File: config.mk
export PLATFORM = sky130hd
export DESIGN_NAME = ext_burst_drain
export DESIGN_NICKNAME = d
export VERILOG_FILES = /design/src/rtl/ext_burst_drain.sv
export SDC_FILE = /design/constraint.sdc
export NUM_CORES = 1
export LEC_CHECK = 0
export ABC_AREA = 0
export ABC_CLOCK_PERIOD_IN_PS = 1710
export CAP_MARGIN = 20
export CORE_MARGIN = 4
export CORE_UTILIZATION = 28
export DETAILED_ROUTE_END_ITERATION = 8
export PLACE_DENSITY = 0.83
export SLEW_MARGIN = 15
export SYNTH_ARGS = -nofsm -noshare
export SYNTH_HDL_FRONTEND = slang
export SYNTH_SLANG_ARGS = --single-unit
File: constraint.sdc
create_clock -name clk_i -period 1.71 [get_ports clk_i]
set_input_delay 0.513 -clock clk_i [delete_from_list [all_inputs] [get_ports clk_i]]
set_output_delay 0.513 -clock clk_i [all_outputs]
set_load 0.03 [all_outputs]
File: src/rtl/ext_burst_drain.sv
// ext_burst_drain
// ---------------------------------------------------------------------------
// Read-side companion of the ext-unit elastic buffer. Each accepted burst
// command (length = beats - 1) drains exactly that many words from the buffer
// valid/ready output. The words are re-emitted as a write-data stream with a
// last flag. Commands that have been accepted but not yet answered by a write
// response are counted. New commands are held off once that count reaches
// MAX_OUTSTANDING.
//
// Handshake rule (all channels): a transfer happens on a rising clk_i edge
// where valid and ready are both high. Once valid is raised by a producer, it
// is not required to stay up; ready may depend combinationally on valid-side
// state but never on the partner's valid in the same channel.
//
// Build option:
//   EXT_BURST_DRAIN_OUTREG_EN  - when defined, the write channel is driven
//                                from a one-entry output register (1 cycle of
//                                latency, full throughput). When undefined,
//                                the buffer head passes straight through
//                                during BURST.
//
// Ports:
//   clk_i, rst_ni           clock, asynchronous active-low reset
//   cmd_valid_i/cmd_len_i   burst command (beats - 1)
//   cmd_ready_o             command accept
//   buf_valid_i/buf_data_i  buffer head word
//   buf_ready_o             pop the buffer head
//   w_valid_o/w_data_o      write beat
//   w_last_o                final beat of a burst
//   w_ready_i               downstream accepts the beat
//   b_valid_i/b_ready_o     write response channel
//   outstanding_o           commands accepted minus responses received
//   busy_o                  burst in progress or responses pending
//   state_o                 FSM state (0 = IDLE, 1 = BURST), debug visibility
// ---------------------------------------------------------------------------
module ext_burst_drain #(
    parameter int DATA_WIDTH      = 32,
    parameter int LEN_WIDTH       = 8,
    parameter int MAX_OUTSTANDING = 4,
    parameter int CNT_WIDTH       = $clog2(MAX_OUTSTANDING + 1)
) (
    input  logic                  clk_i,
    input  logic                  rst_ni,
    input  logic                  cmd_valid_i,
    input  logic [LEN_WIDTH-1:0]  cmd_len_i,
    output logic                  cmd_ready_o,
    input  logic                  buf_valid_i,
    input  logic [DATA_WIDTH-1:0] buf_data_i,
    output logic                  buf_ready_o,
    output logic                  w_valid_o,
    output logic [DATA_WIDTH-1:0] w_data_o,
    output logic                  w_last_o,
    input  logic                  w_ready_i,
    input  logic                  b_valid_i,
    output logic                  b_ready_o,
    output logic [CNT_WIDTH-1:0]  outstanding_o,
    output logic                  busy_o,
    output logic                  state_o
);

    localparam logic [0:0] ST_IDLE  = 1'b0;
    localparam logic [0:0] ST_BURST = 1'b1;

    localparam logic [CNT_WIDTH-1:0] MAX_CNT = CNT_WIDTH'(MAX_OUTSTANDING);

    logic [0:0]           state_q, state_d;
    logic [LEN_WIDTH-1:0] beat_cnt_q, beat_cnt_d;
    logic [CNT_WIDTH-1:0] outstanding_q;
    logic                 in_burst;
    logic                 cmd_hs;
    logic                 b_hs;
    logic                 pop;

    assign in_burst      = (state_q == ST_BURST);
    assign cmd_ready_o   = !in_burst && (outstanding_q < MAX_CNT);
    assign b_ready_o     = (outstanding_q != '0);
    assign cmd_hs        = cmd_valid_i && cmd_ready_o;
    assign b_hs          = b_valid_i && b_ready_o;
    assign pop           = buf_valid_i && buf_ready_o;
    assign outstanding_o = outstanding_q;
    assign state_o       = state_q[0];

    // beat_cnt holds the number of beats still to pop after the current one,
    // so the pop seen with beat_cnt == 0 is the last one. The counter is
    // never decremented on that pop, so a maximum-length burst cannot wrap.
    always_comb begin
        state_d    = state_q;
        beat_cnt_d = beat_cnt_q;
        if (!in_burst) begin
            if (cmd_hs) begin
                state_d    = ST_BURST;
                beat_cnt_d = cmd_len_i;
            end
        end else if (pop) begin
            if (beat_cnt_q == '0) begin
                state_d = ST_IDLE;
            end else begin
                beat_cnt_d = beat_cnt_q - LEN_WIDTH'(1);
            end
        end
    end

    always_ff @(posedge clk_i or negedge rst_ni) begin
        if (!rst_ni) begin
            state_q    <= ST_IDLE;
            beat_cnt_q <= '0;
        end else begin
            state_q    <= state_d;
            beat_cnt_q <= beat_cnt_d;
        end
    end

    // A simultaneous command and response cancel out. Ready gating on both
    // sides keeps the counter within 0..MAX_OUTSTANDING.
    always_ff @(posedge clk_i or negedge rst_ni) begin
        if (!rst_ni) begin
            outstanding_q <= '0;
        end else if (cmd_hs && !b_hs) begin
            outstanding_q <= outstanding_q + CNT_WIDTH'(1);
        end else if (b_hs && !cmd_hs) begin
            outstanding_q <= outstanding_q - CNT_WIDTH'(1);
        end
    end

`ifdef EXT_BURST_DRAIN_OUTREG_EN
    logic                  w_valid_q;
    logic [DATA_WIDTH-1:0] w_data_q;
    logic                  w_last_q;

    // Pop only when the register is empty or being emptied this cycle.
    assign buf_ready_o = in_burst && (!w_valid_q || w_ready_i);

    always_ff @(posedge clk_i or negedge rst_ni) begin
        if (!rst_ni) begin
            w_valid_q <= 1'b0;
            w_data_q  <= '0;
            w_last_q  <= 1'b0;
        end else if (pop) begin
            w_valid_q <= 1'b1;
            w_data_q  <= buf_data_i;
            w_last_q  <= (beat_cnt_q == '0);
        end else if (w_ready_i) begin
            w_valid_q <= 1'b0;
            w_last_q  <= 1'b0;
        end
    end

    assign w_valid_o = w_valid_q;
    assign w_data_o  = w_data_q;
    assign w_last_o  = w_last_q;
    // The register may still hold the final beat after the FSM is in IDLE.
    assign busy_o    = in_burst || (outstanding_q != '0) || w_valid_q;
`else
    // Zero-latency pass-through; everything is gated off outside BURST.
    assign buf_ready_o = in_burst && w_ready_i;
    assign w_valid_o   = in_burst && buf_valid_i;
    assign w_data_o    = in_burst ? buf_data_i : '0;
    assign w_last_o    = in_burst && (beat_cnt_q == '0);
    assign busy_o      = in_burst || (outstanding_q != '0);
`endif

endmodule

==> metrics <==
outcome complete, but fails checks; violated checks negative setup slack; clock sinks 12; leakage power approximately 1.4 nW; number of synthesized flops with an enable pin 0; Worst Max-Slew Pin Slew 478.9 ps; commonest cells in the netlist and2_1, dfrtp_1, nor2_1; largest net degree at the start of global routing 37; Req. time, crit path between 1000 and 1500 ps; hold slack a little over 500 ps; mapped cell area between 1000 and 1500 um^2; Stages on worst setup path 5; CTS tree done; vias in the first global route 1354; Die ar. around 4600 um^2; layout cells sized above 1 0.6270; CP cell instances inv_2, ha_4, or4bb_4, nor2_4, buf_6; pre-CTS setup slack -440.6 ps; Logic pwr share 0.827; Max Root-Sink Buffers 2; worst r2r src beat_cnt_q[0]; Worst path slowest cell or4bb_4; most numerous cell in the Yosys netlist and2_1; Setup TNS -8443 ps; power consumption about 4.2 mW; placed cells between 200 and 300; DRT antenna net count 0; RSZ-0062 raised after global routing true; crit path launch beat_cnt_q[0]; Antenna Cells 0; Reg2Reg Depth 8; Die H about 68 um; Starting Density 0.2960; final period utilization 1.234; synth warn 0; dominant synthesized flop cell dfrtp_1; syn avg cell area about 8.6 um^2; Layout fillers roughly 210; flops & latches, synth 12; Setup-failing EPs final between 40 and 50; power share of the clock group 0.047; Pint 2.366 mW; Sw Ratio 0.4372; Root Driver clkbuf_4; first-pass GRT wire length a little over 6 mm; Reg power frac 0.126; CP Capture Type output port; largest cells by area after synthesis dfrtp_1, and2_1, o32ai_1; crit-path max cell delay approximately 470 ps; max_cap viols 0; WS Path Type flip-flop to output port; Area Overhead vs Synth 162.6%; top cell type's share of synthesized area 0.2970; instance count of the mapped netlist about 120; io pins 88; sequential element share of the synthesized area 0.2970; initial detailed-routing violation count 30; Worst Skew about 0.99 ps; drt first pass iters 4; final wirelength between 4 and 5 mm; H-Tree Depth 1; CP max FO 2; critical path arrival 1600 ps; synth unique cells 35; Synth area leader dfrtp_1; PD cells roughly 1600 nW/um^2; P_sw approximately 1.8 mW; Slew Viols, Final 0; Num CTS Buffers 3; Non-Filler Instances a little under 300; clk_lat worst skew 290 ps; Hold WC Path Type input pin to asynchronous set/reset pin; Slew headroom 0.6778; antenna violations before repair 0; Final nets between 300 and 400; DRC violations left 0; row count 21; R2R Setup Slk -330 ps; Vias between 1000 and 1500; RePlAce Congestion between 0.8 and 0.9; Die W between 60 and 70 um; min Tclk post-route 2110 ps; gr ovfl total 0; Syn Nets 168; Setup WS post-layout -399.5 ps; crit-path leading delay family simple AND/OR/NAND/NOR gates; # port buffers 87; asr flop ratio synth 1.000; GRT Overall Usage 0.1770; Max VDD drop around 0.00074 V; clock slew at reported path FFs 80 ps; Final Hold Violating Endpoints 0; Max Fclk around 470 MHz; wire per inst around 16 um; Via density ~4.8; Critical path buffers and inverters 2; core area about 3400 um^2; hpwl dp around 3 mm; CP startpoint kind flip-flop
[metal layers]
layer	global-route usage	wire [um]	up-vias	share of wire
met5	0	0	-	0
met4	0.05955	81	0	0.017
met3	0.04926	485	8	0.10
met2	0.3345	2548	69	0.53
met1	0.1854	1729	684	0.36
li1	-	-	679	-
[metrics by stage]
| stage | cell area (um^2) | util |
|---|---|---|
| 6_report | 2655 | 0.7773 |
| 3_3_place_gp | 2132 | 0.6242 |
| 4_1_cts | 2379 | 0.6963 |
| 5_1_grt | 2655 | 0.7773 |
| 3_5_place_dp | 2132 | 0.6242 |
| 2_1_floorplan | 1096 | - |
[cell usage in the layout (no fill, tap or decap), drive strengths merged, types with 8 or more instances in the layout]
master / netlist / layout
nor2: 11 / 11
clkbuf: 4 / 8
clkdlybuf4s50: 0 / 27
buf: 2 / 86
and2: 35 / 35
dlymetal6s2s: 0 / 13
dfrtp: 12 / 12
[logic make-up after synthesis]
| kind of cell | count (synthesis) | share of synthesized area |
|---|---|---|
| AO/OA/AOI/OAI | 14 | 0.1089 |
| flip-flops | 12 | 0.2970 |
| buffers and inverters | 11 | 0.04949 |
| adder cells (fa/ha/maj) | 4 | 0.05694 |
| multiplexers | 2 | 0.02104 |
| AND/OR/NAND/NOR | 72 | 0.4406 |
| XOR/XNOR | 3 | 0.02599 |
[state kept, by name, indices dropped and copies added (netlist names)]
register / count
state_o: 1
beat_cnt_q: 8
outstanding_o: 3
[final timing paths]
path / endpoint
max: w_last_o
min: beat_cnt_q[2]
max reg2reg: beat_cnt_q[7]
min reg2reg: outstanding_o[2]
max in group asynchronous: state_o
min in group clk_i: outstanding_o[2]
[power by group through the flow]
stage / logic (mW) / registers [mW] / clock network, mW
finish: 3.48 / 0.529 / 0.197
global route: 3.69 / 0.549 / 0.217
floorplan: 1.40 / 0.655 / 0
detailed placement: 2.62 / 0.514 / 0
global placement: 2.56 / 0.510 / 0
CTS: 2.93 / 0.515 / 0.203
[worst register-to-register path, stage by stage, from the launching register on]
cell and delay [ps]:
dfrtp_1 400, inv_2 90, ha_4 120, or4bb_4 470, buf_4 170, o22a_1 230, buf_4 160, and4_4 170
nor3_2 160
[final cells by class]
type | instances | area (um^2) | share of cell area
clock buffer | 4 | 26.28 | 0.009896
inverter | 5 | 21.27 | 0.008011
multi-input combinational | 95 | 844.6 | 0.3181
sequential | 12 | 304.0 | 0.1145
tap | 46 | 57.56 | 0.02168
timing repair buffer | 136 | 1401 | 0.5278
[repair_timing]
item / CTS / global route
pin swaps: 9 / 7
setup endpoints to repair: 52 / 50
hold buffers: 0 / 0
gates cloned: 0 / 6
buffers inserted: 4 / 9
gates resized for setup: 66 / 65
Note: power is estimated with default switching activity, not from simulation.
